## src/rtl/store_buffer.sv

```systemverilog
// Posted-write store buffer: queues pre-extended store words in FIFO order,
// drains the head to datamemory on drain_en, and forwards to matching loads.
module store_buffer #(
    parameter int DM_ADDRESS = 9,
    parameter int DATA_W     = 32,
    parameter int DEPTH      = 4
) (
    input  logic                    clk,
    input  logic                    reset,
    input  logic                    st_valid,
    input  logic [DM_ADDRESS-1:0]   st_addr,
    input  logic [DATA_W-1:0]       st_data,
    input  logic [2:0]              st_func3,
    output logic                    st_ready,
    input  logic                    ld_valid,
    input  logic [DM_ADDRESS-1:0]   ld_addr,
    input  logic [2:0]              ld_func3,
    input  logic [DATA_W-1:0]       dm_rd,
    output logic [DATA_W-1:0]       mem_rd,
    output logic                    ld_hit,
    input  logic                    drain_en,
    output logic                    dm_we,
    output logic [DM_ADDRESS-1:0]   dm_a,
    output logic [DATA_W-1:0]       dm_wd,
    output logic [2:0]              dm_func3,
    output logic                    empty,
    output logic                    full,
    output logic [$clog2(DEPTH):0]  count
);

    localparam int PW = $clog2(DEPTH);
    localparam int CW = PW + 1;

    logic [DM_ADDRESS-1:0] addr_q [DEPTH];
    logic [DATA_W-1:0]     word_q [DEPTH];
    logic [2:0]            f3_q   [DEPTH];

    logic [DEPTH-1:0] vld_q,   vld_d;
    logic [PW-1:0]    head_q,  head_d;
    logic [PW-1:0]    tail_q,  tail_d;
    logic [CW-1:0]    count_q, count_d;

    logic              enq;
    logic              deq;
    logic              probe_hit;
    logic [DATA_W-1:0] probe_word;
    logic [PW-1:0]     probe_idx;

    // Memory image of a store: sub-word stores are sign-extended up front.
    function automatic logic [DATA_W-1:0] store_image(input logic [2:0] f3,
                                                      input logic [DATA_W-1:0] d);
        case (f3)
            3'b000:  store_image = {{(DATA_W-8){d[7]}}, d[7:0]};
            3'b001:  store_image = {{(DATA_W-16){d[15]}}, d[15:0]};
            default: store_image = d;
        endcase
    endfunction

    function automatic logic [DATA_W-1:0] load_format(input logic [2:0] f3,
                                                      input logic [DATA_W-1:0] w);
        case (f3)
            3'b000:  load_format = {{(DATA_W-8){w[7]}}, w[7:0]};
            3'b001:  load_format = {{(DATA_W-16){w[15]}}, w[15:0]};
            3'b100:  load_format = {{(DATA_W-8){1'b0}}, w[7:0]};
            3'b101:  load_format = {{(DATA_W-16){1'b0}}, w[15:0]};
            default: load_format = w;
        endcase
    endfunction

    assign full     = (count_q == CW'(DEPTH));
    assign empty    = (count_q == '0);
    assign count    = count_q;
    assign st_ready = !full;

    assign enq = st_valid && !full;
    assign deq = drain_en && !empty;

    always_comb begin
        vld_d   = vld_q;
        head_d  = head_q;
        tail_d  = tail_q;
        count_d = count_q;
        if (deq) begin
            vld_d[head_q] = 1'b0;
            head_d        = head_q + PW'(1);
        end
        if (enq) begin
            vld_d[tail_q] = 1'b1;
            tail_d        = tail_q + PW'(1);
        end
        case ({enq, deq})
            2'b10:   count_d = count_q + CW'(1);
            2'b01:   count_d = count_q - CW'(1);
            default: count_d = count_q;
        endcase
    end

    always_ff @(posedge clk or posedge reset) begin
        if (reset) begin
            vld_q   <= '0;
            head_q  <= '0;
            tail_q  <= '0;
            count_q <= '0;
        end else begin
            vld_q   <= vld_d;
            head_q  <= head_d;
            tail_q  <= tail_d;
            count_q <= count_d;
        end
    end

    // Payload is qualified by the valid bits, so it carries no reset.
    always_ff @(posedge clk) begin
        if (enq) begin
            addr_q[tail_q] <= st_addr;
            word_q[tail_q] <= store_image(st_func3, st_data);
            f3_q[tail_q]   <= st_func3;
        end
    end

    assign dm_we    = deq;
    assign dm_a     = empty ? '0 : addr_q[head_q];
    assign dm_wd    = empty ? '0 : word_q[head_q];
    assign dm_func3 = empty ? '0 : f3_q[head_q];

    // Walk oldest to youngest so the last match seen is the youngest.
    always_comb begin
        probe_hit  = 1'b0;
        probe_word = '0;
        probe_idx  = '0;
        for (int k = 0; k < DEPTH; k++) begin
            probe_idx = head_q + PW'(k);
            if (vld_q[probe_idx] && (addr_q[probe_idx] == ld_addr)) begin
                probe_hit  = 1'b1;
                probe_word = word_q[probe_idx];
            end
        end
    end

    assign ld_hit = ld_valid && probe_hit;
    assign mem_rd = ld_hit ? load_format(ld_func3, probe_word) : dm_rd;

endmodule

```

## config.mk

```make
export PLATFORM = sky130hd
export DESIGN_NAME = store_buffer
export DESIGN_NICKNAME = d
export VERILOG_FILES = /design/src/rtl/store_buffer.sv
export SDC_FILE = /design/constraint.sdc
export NUM_CORES = 1
export LEC_CHECK = 0
export ABC_CLOCK_PERIOD_IN_PS = 8800
export CAP_MARGIN = 20
export CORE_AREA = 3 3 156 158
export DETAILED_ROUTE_END_ITERATION = 8
export DIE_AREA = 0 0 159 161
export PLACE_DENSITY = 0.87
export SKIP_CTS_REPAIR_TIMING = 1
export SLEW_MARGIN = 20
export SYNTH_ARGS = -nofsm -noshare
export SYNTH_HDL_FRONTEND = slang
export SYNTH_SLANG_ARGS = --single-unit
```

## constraint.sdc

```tcl
create_clock -name clk -period 8.8 [get_ports clk]
set_clock_uncertainty 0.15 [all_clocks]
set_input_delay 2.2 -clock clk [delete_from_list [all_inputs] [get_ports clk]]
set_output_delay 2.2 -clock clk [all_outputs]
set_load 0.005 [all_outputs]
```

[Yosys cells after proc, flatten, opt, wreduce, memory -nomap -nowiden]
Memories as Yosys holds them, arrays and structs flattened.
Index checks and enable logic that the tools add are counted.
Word-level totals
  register bits after elaboration: 11
  latch bits: 0
  RAM bits: 176
  memory bits (read-only): 0
  input port bits: 93
  output and inout port bits: 84
  word-level logic and storage cells: 81
  memories kept: 3
Memories
  word_q: depth 4, bits a word 32, rd ports 4, clocked after memory_dff 0, wr ports 1, line 35  | logic [DATA_W-1:0] word_q [DEPTH];
  addr_q: depth 4, bits a word 9, rd ports 4, clocked after memory_dff 0, wr ports 1, line 34  | logic [DM_ADDRESS-1:0] addr_q [DEPTH];
  f3_q: depth 4, bits a word 3, rd ports 1, clocked after memory_dff 0, wr ports 1, line 36  | logic [2:0] f3_q [DEPTH];
Cells by class
  $add $sub $neg: 6
  multiply operators: 0
  div/mod/pow operators: 0
  order comparisons: 7
  equal/unequal tests: 11
  shift operators: 0
  mux-type cells: 32
  bitwise logic cells: 3
  reductions and logical operators: 15
Operator list (count)
  2-to-1 mux 32 bit: 7
  case mux 32 bit (4 select lines): 1
  case mux 32 bit (2 select lines): 1
  == test 9 bit: 4
  < comparator 2 x 3 -> 1 bit, second input constant: 5
  2-to-1 mux 1 bit: 12
  == test 3 bit, second input constant: 3
  logical AND 1 bit: 9
  zero test 3 bit: 3
  2-to-1 mux 9 bit: 1
  binary-select mux 1 bit (select 2 bit): 4
  2-to-1 mux 4 bit: 2
  == test 3 x 1 -> 1 bit, second input constant: 2
  case mux 3 bit (2 select lines): 1
  adder 2 x 1 -> 2 bit, second input constant: 2
  adder 2 bit, second input constant: 2
  AND 4 bit: 1
  demux 1 bit (select 2 bit): 2
  greater-or-equal comparator 2 x 1 -> 1 bit, second input constant: 2
  inverter 4 bit: 1
  bitwise OR 4 bit: 1
  adder 3 x 1 -> 3 bit, second input constant: 1
  2-to-1 mux 3 bit: 1
  subtractor 3 x 1 -> 3 bit, second input constant: 1
  other kinds (4): 5

[Logic depth before layout (Yosys ltp)]
  depth in word-level cells: 9
  depth in mapped cells: 21
  mapped depth without buffers: 10

[Worst setup path after synthesis]
OpenSTA, ideal clock, no wires.
  path type: register to output
  start point: reg head_q[1]
  end point: out mem_rd[17]
  arrival time: 4.704 ns
  data required time: 6.450 ns
  slack: 1.746 ns
  cell stages (with the launch flop): 20
  path buffers: 13
  cells stage by stage: dfrtp_1 -> buf_2 -> buf_2 -> buf_1 -> buf_1 -> clkbuf_1 -> inv_1 -> ha_1 -> buf_2 -> buf_6 -> buf_4 -> buf_4 -> buf_2 -> buf_4 -> buf_2 -> buf_2 -> mux4_2 -> and3_1 -> a221oi_1 -> a31oi_1
Between the ends
  word-level cells in the longest chain between the ends: 9
  elaborated cells on any way between the ends: 32
  classes of those cells: 3 x add/sub; 4 x eq/ne; 18 x mux; 5 x reduce/logical; 2 x memory
RTL lines
  start, declared: line 39  | logic [PW-1:0] head_q, head_d;
  start signal, assigned: line 101  | head_q <= '0;
  start signal, assigned: line 106  | head_q <= head_d;
  adder 2 x 1 -> 2 bit (tied with other cells): line 132  | probe_idx = head_q + PW'(k);
  memory read (4 x 9 bit) (tied with other cells)
  == test 9 bit (tied with other cells): line 133  | if (vld_q[probe_idx] && (addr_q[probe_idx] == ld_addr)) begin
  logical AND 1 bit (tied with other cells): line 133
  2-to-1 mux 32 bit / 2-to-1 mux 1 bit (equally long branches) (3 in series): line 133
  case mux 32 bit (4 select lines) / logical AND 1 bit (equally long branches): line 61, 140
  2-to-1 mux 32 bit *: line 141  | assign mem_rd = ld_hit ? load_format(ld_func3, probe_word) : dm_rd;
  end, declared: line 19  | output logic [DATA_W-1:0] mem_rd,
Mark *: on every way between the ends. The rest lies on a longest branch, timed or not. The select of a mux whose other input is x is not followed.

[Final worst setup path]
  start point: in ld_addr[6]
  end point: out mem_rd[31]
Between the ends
  word-level cells in the longest chain between the ends: 8
  elaborated cells on any way between the ends: 19
  classes of those cells: 4 x eq/ne; 10 x mux; 5 x reduce/logical
RTL lines
  start, declared: line 16  | input logic [DM_ADDRESS-1:0] ld_addr,
  == test 9 bit: line 133
  logical AND 1 bit: line 133
  2-to-1 mux 32 bit / 2-to-1 mux 1 bit (equally long branches) (4 in series): line 133
  case mux 32 bit (4 select lines) / logical AND 1 bit (equally long branches): line 61, 140
  2-to-1 mux 32 bit *: line 141
Mark *: on every way between the ends. The rest lies on a longest branch, timed or not.

==> metrics.yaml <==
route:
  wirelength_um: 33200
  dr.pass1.iters: 5
  drt_first_iter_violations: 1111
  drc_errors: 0
  avgRoutedWirePerCell_um: 23.7
  viasPerCell: 6.80
  vias: 9525
  antenna_left: 0
synth:
  netlist_top_cells_count: "edfxtp_1 (176), mux4_2 (160), nand2_1 (57)"
  yosysMostFrequentCell: "edfxtp_1"
  ys.flop_type: "edfxtp_1"
  ys_seq_elements: 187
  synthCells: 936
  netlist_area_um2: 12800
  yosys_warnings: 0
  synth_area_leaders: "edfxtp_1 (41%), mux4_2 (28%), nor2b_1 (2.2%), dfrtp_1 (2.1%), xor2_1 (1.8%)"
  yosysSeqAreaShare_pct: 43.4
  synth.avg_cell_area_um2: 13.7
  synth-edff-count: 176
  async_reset_ff_share_pct: 5.88
  synth_cell_type_count: 59
  syn_nets: 1039
  yosysTopAreaCell: "edfxtp_1"
  synth_top_area_share_pct: 41.3
cts:
  cts_buffer_depth: 2
  cts_tree: "done"
  cts_made_buffers: 17
  clk_pin_slew_ns: 0.06
  clock_latency_ns: 0.44
  cts-root-buf: "clkbuf_16"
  cts_sinks: 187
  cts-htree-levels: 4
setup_path:
  worstReg2RegEnd: "head_q[1]$_DFFE_PP0P_"
  start_kind: "primary input"
  crit_path_start: "ld_addr[6]"
  endpoint_kind: "primary output"
  worst_ep_required_time_ns: 6.45
  worstSetupPathType: "primary input to primary output"
  ff2ff_path_depth: 5
  cp_max_fo: 11
  worst_r2r_startpoint: "head_q[0]$_DFFE_PP0P_"
  regToRegSetupSlack_ns: 5.46
  cp_data_arrival_time_ns: 6.14
place:
  place_congestion: 0.866
  hpwl_um: 21500
  io_buffers: 176
sta:
  rsz0062_at_grt: "no"
  fin_crit_sh_pct: 96.5
  hold_viol_final: 0
  drv_slew: 0
  finalCriticalPeriod_ns: 8.49
  finalSetupViolations: 0
  slew_headroom_pct: 30.3
  tns_ns: 0
  worst_pin_slew_ns: 1.04
  fmax_mhz: 118
power_and_ir_drop:
  vdd_drop_max_uv: 216
  power_mw: 5.06
  powerDensity_nw_per_um2: 329
  p_leak_nw: 5.18
worst_hold_path:
  hold_class: "register to register"
  min_to: "count[0]$_DFFE_PP0P_"
  hold_path.startpoint: "count[0]$_DFFE_PP0P_"
  holdPathStages: 1
layout:
  drive_gt1_share_pct: 22.4
  multi_input_area_um2: 6750
  seq_area_um2: 5570
  final_nets: 1171
  fill_cells: 1621
  area_delta_synth_final_pct: 20.1
global_route:
  grt_pass1_vias: 9378
  antenna_found_initial: 1
  grt_use_total_pct: 26.1
  grt_pass1_wl_um: 52000
  grt_max_degree: 67
  overflow: 0
floorplanning:
  die_area_um2: 25600
  die_h_um: 161
  rows: 56
  floorplan.initialDensity_pct: 55.1
  die_w_um: 159
  core_um2: 23300
  num_io_pins: 177
flow_run:
  drv_cap: 0
status:
  status: "complete, no violations"
==> critical path, cell delays in order <==
cell and delay, ns:
clkdlybuf4s50_1 0.61, xnor2_1 0.23, or4_1 0.58, a211oi_2 0.51, nand2_1 0.42, and3_1 0.50
a221oi_1 0.49, a31oi_1 0.14, clkdlybuf4s50_1 0.46
==> power by group <==
| part | leakage, nW | internal (mW) | switching (mW) | total [mW] |
|---|---|---|---|---|
| Clock | 0.286 | 0.471 | 0.323 | 0.794 |
| Combinational | 3.15 | 1.59 | 1.26 | 2.84 |
| Sequential | 1.74 | 1.20 | 0.222 | 1.42 |
| Total | 5.18 | 3.26 | 1.80 | 5.06 |
==> cells in the final DEF, fill, tap and decap left out, types with 14 or more instances in the layout <==
cell	n
and3_1	31
mux2i_1	15
nor2b_1	46
nor3_1	15
mux4_2	160
inv_1	22
clkbuf_16	17
buf_4	22
a21oi_1	14
o21ai_0	34
edfxtp_1	176
xnor2_1	26
clkdlybuf4s50_1	176
nand3_1	14
xor2_1	27
nor2_1	55
a221oi_1	18
a31oi_1	24
nand2_1	57
==> sequential cells by signal, indices dropped and copies added (netlist names) <==
signal and cells:
tail_q 2, addr_q 36, word_q 128, f3_q 12
vld_q 4, count 3, head_q 2
==> metal layers <==
layer  GRT usage [%]  vias up  wire [um]
met5               0        -         33
met4            12.1        2       1260
met3            5.31       83       3530
met2            43.8      619      16900
met1            33.1     4771      11500
li1                -     4050          -
==> cells by family after synthesis <==
logic type               after synthesis  synth area share (%)
AO/OA/AOI/OAI                        155                  8.75
XOR/XNOR                              53                  3.62
adder cells (fa/ha/maj)               10                  1.04
buffers and inverters                110                  4.14
flip-flops                           187                  43.4
multiplexers                         176                  29.4
AND/OR/NAND/NOR                      245                  9.64
==> stage by stage <==
stage                     setup WS, ns  hold slack [ns]  cells  cell area [um2]  utilization (%)
after floorplan                   1.75            0.339    936            12800                -
after global placement           0.517            0.373   1367            14700             63.3
after detailed placement         0.484            0.386   1367            14700             63.3
after global routing            0.0621            0.419   1401            15400             66.1
after CTS                        0.311            0.398   1399            15400             66.0
final                            0.309            0.399   1401            15400             66.1
==> worst max path at each step <==
stage	slack, ns	endpoint	cells past startpoint
3_5_place_dp	0.48	mem_rd[31]	9
5_1_grt	0.06	mem_rd[31]	11
4_1_cts	0.31	mem_rd[31]	11
6_report	0.31	mem_rd[31]	9
2_1_floorplan	1.75	mem_rd[17]	19
3_3_place_gp	0.52	mem_rd[31]	9
==> cell type report <==
type / count / area share, %
Antenna cell: 1 / 0.0163
Sequential cell: 187 / 36.2
Clock inverter: 9 / 0.895
Clock buffer: 23 / 3.11
Tap cell: 319 / 2.60
Timing Repair Buffer: 200 / 12.7
Multi-Input combinational cell: 639 / 43.9
Inverter: 23 / 0.561
(Power assumes the default switching activity.)
